**config.mk**
```make
export PLATFORM = sky130hd
export DESIGN_NAME = button_events
export DESIGN_NICKNAME = d
export VERILOG_FILES = /design/src/rtl/button_events.sv
export SDC_FILE = /design/constraint.sdc
export NUM_CORES = 1
export LEC_CHECK = 0
export ABC_AREA = 1
export BUFFER_PORTS_ARGS = -buffer_cell sky130_fd_sc_hd__buf_2
export CAP_MARGIN = 20
export CORE_AREA = 5 5 74 76
export DETAILED_ROUTE_END_ITERATION = 16
export DIE_AREA = 0 0 79 81
export GPL_TIMING_DRIVEN = 1
export SYNTH_ARGS = -nofsm -noshare
export SYNTH_HDL_FRONTEND = slang
export SYNTH_SLANG_ARGS = --single-unit
```
**constraint.sdc**
```tcl
create_clock -name clk -period 2.3 [get_ports clk]
set_clock_uncertainty 0.2 [all_clocks]
set_input_delay 0.23 -clock clk [delete_from_list [all_inputs] [get_ports clk]]
set_output_delay 0.23 -clock clk [all_outputs]
set_load 0.005 [all_outputs]
```
**src/rtl/button_events.sv**
```systemverilog
// Turns a debounced push-button level into single-cycle press/release/click/long-press/repeat events.
// `release` and `repeat` are language keywords, so those outputs are named release_pulse and repeat_pulse.
module button_events #(
  parameter int LONG_CYCLES   = 50_000_000,
  parameter int REPEAT_CYCLES = 10_000_000
) (
  input  logic clk,
  input  logic rst,
  input  logic stable,
  output logic press,
  output logic release_pulse,
  output logic click,
  output logic long_press,
  output logic repeat_pulse,
  output logic held
);

  localparam int MAX_CYCLES = (LONG_CYCLES > REPEAT_CYCLES) ? LONG_CYCLES : REPEAT_CYCLES;
  localparam int CNT_W      = $clog2(MAX_CYCLES + 1);
  localparam logic [CNT_W-1:0] LONG_LAST   = CNT_W'(LONG_CYCLES - 1);
  localparam logic [CNT_W-1:0] REPEAT_LAST = CNT_W'(REPEAT_CYCLES - 1);
  localparam logic [CNT_W-1:0] CNT_ONE     = CNT_W'(1);

  typedef enum logic [1:0] {
    IDLE    = 2'd0,
    PRESSED = 2'd1,
    LONG    = 2'd2
  } state_t;

  state_t           state, state_nxt;
  logic [CNT_W-1:0] cnt, cnt_nxt;
  logic             press_nxt, release_nxt, click_nxt, long_nxt, repeat_nxt;

  always_ff @(posedge clk) begin
    if (rst) begin
      state         <= IDLE;
      cnt           <= '0;
      press         <= 1'b0;
      release_pulse <= 1'b0;
      click         <= 1'b0;
      long_press    <= 1'b0;
      repeat_pulse  <= 1'b0;
      held          <= 1'b0;
    end else begin
      state         <= state_nxt;
      cnt           <= cnt_nxt;
      press         <= press_nxt;
      release_pulse <= release_nxt;
      click         <= click_nxt;
      long_press    <= long_nxt;
      repeat_pulse  <= repeat_nxt;
      held          <= (state_nxt != IDLE);
    end
  end

  // cnt is cleared on every state change, so it never passes the larger terminal count.
  always_comb begin
    state_nxt = state;
    cnt_nxt   = '0;
    case (state)
      IDLE: begin
        if (stable) begin
          state_nxt = PRESSED;
          cnt_nxt   = CNT_ONE;
        end
      end
      PRESSED: begin
        if (!stable) begin
          state_nxt = IDLE;
        end else if (cnt == LONG_LAST) begin
          state_nxt = LONG;
        end else begin
          cnt_nxt = cnt + CNT_ONE;
        end
      end
      LONG: begin
        if (!stable) begin
          state_nxt = IDLE;
        end else if (cnt != REPEAT_LAST) begin
          cnt_nxt = cnt + CNT_ONE;
        end
      end
      default: state_nxt = IDLE;
    endcase
  end

  always_comb begin
    press_nxt   = 1'b0;
    release_nxt = 1'b0;
    click_nxt   = 1'b0;
    long_nxt    = 1'b0;
    repeat_nxt  = 1'b0;
    case (state)
      IDLE:    press_nxt = stable;
      PRESSED: begin
        release_nxt = !stable;
        click_nxt   = !stable;
        long_nxt    = stable && (cnt == LONG_LAST);
      end
      LONG: begin
        release_nxt = !stable;
        repeat_nxt  = stable && (cnt == REPEAT_LAST);
      end
      default: ;
    endcase
  end

endmodule

```
* After elaboration in Yosys (flattened, before gate mapping)
Cells that the tools add are included.
W data, S select, Z words.
** Word-level totals
- Bits of input ports :: 3
- Memories :: 0
- Bits in latches :: 0
- Memory bits (read-only) :: 0
- Bits in registers :: 34
- RAM bits :: 0
- Output and inout bits :: 6
** Operators by class
- Magnitude comparators :: 0
- Divide/modulo/power cells :: 0
- Eq/ne operators :: 5
- Bitwise operators :: 4
- Shifts and indexed selects :: 0
- Mux-type cells :: 11
- Add/subtract/negate cells :: 1
- Reduce and logical (&&, ||, !) cells :: 10
- Multipliers :: 0
** Operators by type and width (count)
- $mux W26 :: 4
- $pmux W26 S3 :: 1
- $add A26 B1 Y26 const B :: 1
- $eq A26 B24 Y1 const B :: 1
- $eq A26 B26 Y1 const B :: 1
- $ne A26 B24 Y1 const B :: 1
- $reduce_or A2 Y1 :: 5
- $mux W2 :: 4
- $pmux W2 S3 :: 1
- $not A1 Y1 :: 4
- $eq A2 B1 Y1 const B :: 1
- $eq A2 B2 Y1 const B :: 1
- $logic_and A1 B1 Y1 :: 2
- $logic_not A2 Y1 :: 1
- $reduce_bool A2 Y1 :: 1
- $logic_not A1 Y1 :: 1
- $mux W1 :: 1

* Logic depth before layout (Yosys ltp)
Gate-level depths: netlist (run 1).
- Depth after elaboration :: 5
- Mapped depth :: 12

* Worst setup path after synthesis (run 1)
OpenSTA, ideal clock, no wires.
- Kind :: flip-flop to flip-flop
- Start point :: register cnt[1]
- End point :: register cnt[15]
- Setup slack :: 0.637 ns
- Setup time :: 0.114 ns
- Data arrival time :: 1.349 ns
- Stages on the path, launching flop included :: 12
- Path buffers :: 1
- Period minus slack after synthesis :: 1.663 ns
- Cells stage by stage :: dfxtp_1 > ha_1 > nand2_2 > nor2_2 > nand2_2 > nor3_2 > nand2_1 > nand2_1 > nand2_2 > inv_4 > buf_6 > nor2_1
** On the way
- Cells in the longest elaborated chain, start to end :: 4
- Elaborated cells on any way between the ends :: 8
** Ends and longest elaborated chain
- start: declaration :: RTL line 31 : logic [CNT_W-1:0] cnt, cnt_nxt;
- start signal: assignment :: RTL line 46 : cnt <= cnt_nxt;
- $add A26 B1 Y26, or another cell as far along :: RTL line 73, 80
- $mux W26, on equally long branches :: RTL line 79, 70
- $mux W26, on equally long branches :: RTL line 77, 68
- $pmux W26 S3 * :: RTL line 60 : case (state)
Mark *: on every way between the ends. The rest lies on a longest branch, timed or not.
A chain may end at the register's enable or synchronous reset.

* Worst setup path in the final report (run 1)
- Start point :: register cnt[1]
- End point :: register cnt[18]
Same word-level chain as after synthesis.

==> results of run 1 <==
power by group:
group	internal, mW	switching, mW	total [mW]
Clock	0.208	0.199	0.407
Combinational	0.0158	0.0277	0.0434
Sequential	0.596	0.00400	0.600
Total	0.820	0.230	1.05
registers in the layout (all words and copies together) (netlist names):
signal / count
release_pulse: 1
repeat_pulse: 1
cnt: 26
press: 1
held: 1
long_press: 1
state: 2
click: 1
through the flow:
stage / utilization / worst slack (ps) / power [mW] / instances / instance area, um2
final: 0.425 / 430 / 1.05 / 320 / 1980
after global routing: 0.425 / 224 / 1.11 / 320 / 1980
after CTS: 0.425 / 389 / 1.07 / 320 / 1980
after detailed placement: 0.406 / 428 / 0.656 / 312 / 1890
after global placement: 0.406 / 494 / 0.656 / 312 / 1890
after floorplan: - / 637 / 0.644 / 253 / 1810
layer usage:
layer	vias to the layer above	share of wire	wire (um)	global-route usage
li1	813	-	-	-
met1	678	0.47	1730	0.162
met2	39	0.46	1700	0.211
met3	7	0.049	182	0.0377
met4	0	0.022	80	0.0533
met5	-	0	0	0
repair_timing:
item                                   CTS  global route
hold buffers                             1             0
resized for setup                        0             0
endpoints found under the hold margin    3             0
critical path, stage by stage (launching register included):
cell     delay (ps)
dfxtp_1         350
ha_1            200
nand2_2          90
nor2_2          140
nand2_2         100
nor3_2          120
nand2_1         100
nand2_1          80
nand2_2          80
inv_4           220
nor2_1           80
cells in the mapped netlist (5+ instances only):
library cell / count / share of area
xor2_1: 15 / 0.073
nor2_2: 5 / 0.017
nor2_1: 57 / 0.12
nor3_1: 10 / 0.028
inv_1: 23 / 0.048
dfxtp_1: 34 / 0.38
xnor2_1: 6 / 0.029
nand4_1: 10 / 0.035
nand2_2: 8 / 0.028
nand2_1: 56 / 0.12
ha_1: 5 / 0.035
nand3_1: 7 / 0.019
layout make-up:
| class | count | area (um2) |
|---|---|---|
| fillers | 488 | 2680 |
| multi-input cells | 191 | 1010 |
| flip-flops and latches | 34 | 681 |
| inverters | 25 | 96.3 |
| clock buffers | 7 | 76.3 |
| well taps | 54 | 67.6 |
| repair buffers | 9 | 50.0 |
cell families after synthesis:
logic type / Yosys count / synth area share
buf+inv: 28 / 0.0677
compound gates: 4 / 0.0145
simple gates: 161 / 0.406
fa+ha+maj: 5 / 0.0345
xor+xnor: 21 / 0.102
flops: 34 / 0.376
final timing paths:
path	to	slack [ps]	cells after the start
hold reg to reg	cnt[5]$_SDFF_PP0_	360	2
setup / recovery	cnt[18]$_SDFF_PP0_	430	10
setup reg to reg	cnt[18]$_SDFF_PP0_	430	10
hold / removal	release_pulse$_SDFF_PP0_	60	2
==> impl_metrics.toml, run 1 <==
[floorplan]
die_w_um = 79
start_util = 0.389
rows = 25
die_y_um = 81
core-area_um2 = 4660
dieArea_um2 = 6400
pin_count = 9

[sta]
holdWs_ps = 55.9
rsz0062_at_grt = "no"
max_slew_margin = 0.746
finalSetupTns_ps = 0
fin_crit_sh = 0.813
worst_pin_slew_ps = 378
hold_viol = 0
finalMaxSlewViolations = 0
min_period_ps = 1870
max_freq_mhz = 535
finalSetupViolCount = 0

[logic_synthesis]
synth_flop_cell = "dfxtp_1"
ys_async_sr_fraction = 0
ys_ff_latch = 34
synth_edf_count = 0
seq_area_frac_synth = 0.376
synth_area_per_cell_um2 = 7.16
synthCells = 253
ys_types = 26
netlist_area_um2 = 1810
yosysWarnings = 0
syn_nets = 261

[finish]
layout_common_cells = "nor2_1, nand2_1, dfxtp_1"
areaGrowthSynthToFinish_pct = 9.25
drive_above_1_share = 0.132
final_net_count = 274
antenna_cells = 0
final_common_cell = "nor2_1"

[placed_design]
dpl.hpwl_mm = 2.84
gp_congestion = 0.895
port_buffers = 8

[routing]
wl_per_cell_um = 11.5
via_per_inst = 4.80
drcViolationCount = 0
drt-initial-drc-count = 133
wirelength_mm = 3.69
via_count = 1537
drt-pass1-iter-count = 4
ant_nets = 0

[run]
max_cap_viol_count = 0

[critical_path]
startpoint = "cnt[1]$_SDFF_PP0_"
startpoint_type = "register"
end_kind = "register"
crit_fanout = 24
critPathKind = "register to register"
r2r_start = "cnt[1]$_SDFF_PP0_"
critPathRequiredTime_ps = 2270
crit_arrival_ps = 1840

[worst_hold_path]
hp-class = "input pin to register"
worstHoldStart = "stable"

[clock_network]
clockBufferDepth = 2
cts.sinks = 34
cts_tree = "done"
ctsHtreeMaxLevel = 2
path_clk_slew_ps = 60
clkLatencyLatePin_ps = 280
cts_setup_buffers = 0
cts_buffers = 5
clockRootBuffer = "clkbuf_8"

[global_route]
grt_antenna_before_repair = 0
overflow = 0
grt_max_degree = 25
grt_pass1_wl_mm = 6.53
grt_pass1_vias = 1481
grt_usage = 0.130

[status]
outcome = "complete, no violations"

[power]
peakVddDrop_mv = 0.246
cellPowerDensity_nw_per_um2 = 531
power.static_leakage_nw = 0.660
No activity file was read; power rests on OpenSTA's default activity.
==> run 2: changes to the inputs <==
==> constraint.sdc (replaced) <==
create_clock -name clk -period 1.55 [get_ports clk]
set_clock_uncertainty 0.2 [all_clocks]
set_input_delay 0.155 -clock clk [delete_from_list [all_inputs] [get_ports clk]]
set_output_delay 0.155 -clock clk [all_outputs]
set_load 0.005 [all_outputs]
==> run 2 against run 1 <==
The run now ends with setup timing left; design area up 35%; routed wire length up 23%; maximum frequency up 9.7%; global-route usage up 2.8 points; critical endpoint is now cnt[20]$_SDFF_PP0_.
==> impl_metrics.toml, run 2 (synthesis gave the netlist of run 1 again) <==
[clock_network]
clockBufferDepth = 2
clkLatencyLatePin_ps = 300
clockRootBuffer = "clkbuf_8"
cts_buffers = 5
cts.sinks = 34
path_clk_slew_ps = 80
ctsHtreeMaxLevel = 2
cts_tree = "done"

[finish]
areaGrowthSynthToFinish_pct = 47.2
largest_reg_flops = 26
fin_util = 0.572
antenna_cells = 0
final_common_cell = "buf_4"
largestRegisters = "cnt: 26 flops, state: 2 flops"
drive_above_1_share = 0.389
regMostFlops = "cnt"
final_net_count = 341
layout_common_cells = "buf_4, nor2_1, nand2_1"

[routing]
wirelength_mm = 4.55
drt-initial-drc-count = 56
wl_per_cell_um = 11.7
drt-pass1-iter-count = 4
ant_nets = 0
via_per_inst = 4.65
drcViolationCount = 0
via_count = 1803

[power]
cellPowerDensity_nw_per_um2 = 684
power.static_leakage_nw = 1.08
peakVddDrop_mv = 0.433

[sta]
finalMaxSlewViolations = 0
fin_crit_sh = 1.10
worst_slack_ps = -155
min_period_ps = 1700
max_freq_mhz = 587
rsz0062_at_grt = "yes"
worst_pin_slew_ps = 239
hold_viol = 0
max_slew_margin = 0.840
finalSetupTns_ps = -3040
finalSetupViolCount = 29

[global_route]
grt_pass1_vias = 1721
grt_pass1_wl_mm = 7.76
grt_antenna_before_repair = 0
grt_usage = 0.158
overflow = 0
grt_max_degree = 25

[critical_path]
slowest_delay_ps = 360
slowest_stage = "dfxtp_2"
cp_top_family = "simple AND/OR/NAND/NOR gates"
startpoint = "cnt[0]$_SDFF_PP0_"
critPathRequiredTime_ps = 1540
crit_buf_inv = 1
crit_arrival_ps = 1690
end_kind = "register"
r2r_start = "cnt[0]$_SDFF_PP0_"
path_cells = "ha_4, nand2_4, nor2_4, nand2_4, nor3_4, nand2_2, nand2_2, nand2_4, buf_6, nand2_2, nor2_1"
critPathKind = "register to register"
crit_fanout = 3
startpoint_type = "register"

[status]
violations = "setup timing"
outcome = "finished, violations left"

[run]
max_cap_viol_count = 0

[floorplan]
rows = 25
core-area_um2 = 4660
die_w_um = 79
pin_count = 9
dieArea_um2 = 6400
die_y_um = 81
start_util = 0.389

[placed_design]
gp_congestion = 0.926
port_buffers = 8
dpl.hpwl_mm = 3.34

[worst_hold_path]
worstHoldStart = "rst"
hp-class = "input pin to register"
[run 2: area by class of cell]
| type | count | area [um2] |
|---|---|---|
| clock buffer | 5 | 68.8 |
| clock inverter | 3 | 45.0 |
| timing repair buffer | 76 | 559 |
| tap | 54 | 67.6 |
| sequential | 34 | 686 |
| fill | 420 | 1990 |
| multi-input combinational | 191 | 1130 |
| inverter | 25 | 106 |
[run 2: repair_timing]
item                       CTS  global route
setup endpoints to repair   29            31
hold buffers                 2             0
pin swaps                    2             8
buffers inserted             1             1
resized for setup            8            25
hold endpoints to repair     5             0
[run 2: worst min-delay path, cell delays in order]
cell     delay, ps
buf_2           90
nor2_1          70
buf_4          150
nand2_2         60
inv_1           30
[run 2: through the flow]
stage | area (um2) | worst slack, ps | total power, mW | hold WS [ps] | instances
final | 2670 | -155 | 1.82 | 94.9 | 388
after global routing | 2670 | -246 | 1.90 | 118 | 388
after CTS | 2570 | -174 | 1.83 | 96.9 | 387
after detailed placement | 2400 | -216 | 0.989 | 266 | 376
after global placement | 2400 | -174 | 0.987 | 264 | 376
after floorplan | 1840 | -83.5 | 0.959 | 27.1 | 253
[run 2: report_power, final]
group          switching (mW)  total, mW  internal (mW)
registers             0.00534      0.889          0.884
clock network           0.364      0.842          0.478
logic                  0.0524     0.0913         0.0388
[run 2: layer usage]
| metal | vias up | track usage | share of wire |
|---|---|---|---|
| met1 | 836 | 0.200 | 0.48 |
| met5 | - | 0 | 0 |
| met2 | 15 | 0.259 | 0.48 |
| met3 | 8 | 0.0344 | 0.025 |
| li1 | 944 | - | - |
| met4 | 0 | 0.0687 | 0.017 |
[run 2: worst paths after layout]
path                                             to  slack (ps)  cells after the start
worst max-delay path             cnt[20]$_SDFF_PP0_        -150                     11
worst min-delay path            state[0]$_SDFF_PP0_          90                      5
worst max register to register   cnt[20]$_SDFF_PP0_        -150                     11
worst min register to register    cnt[2]$_SDFF_PP0_         360                      2
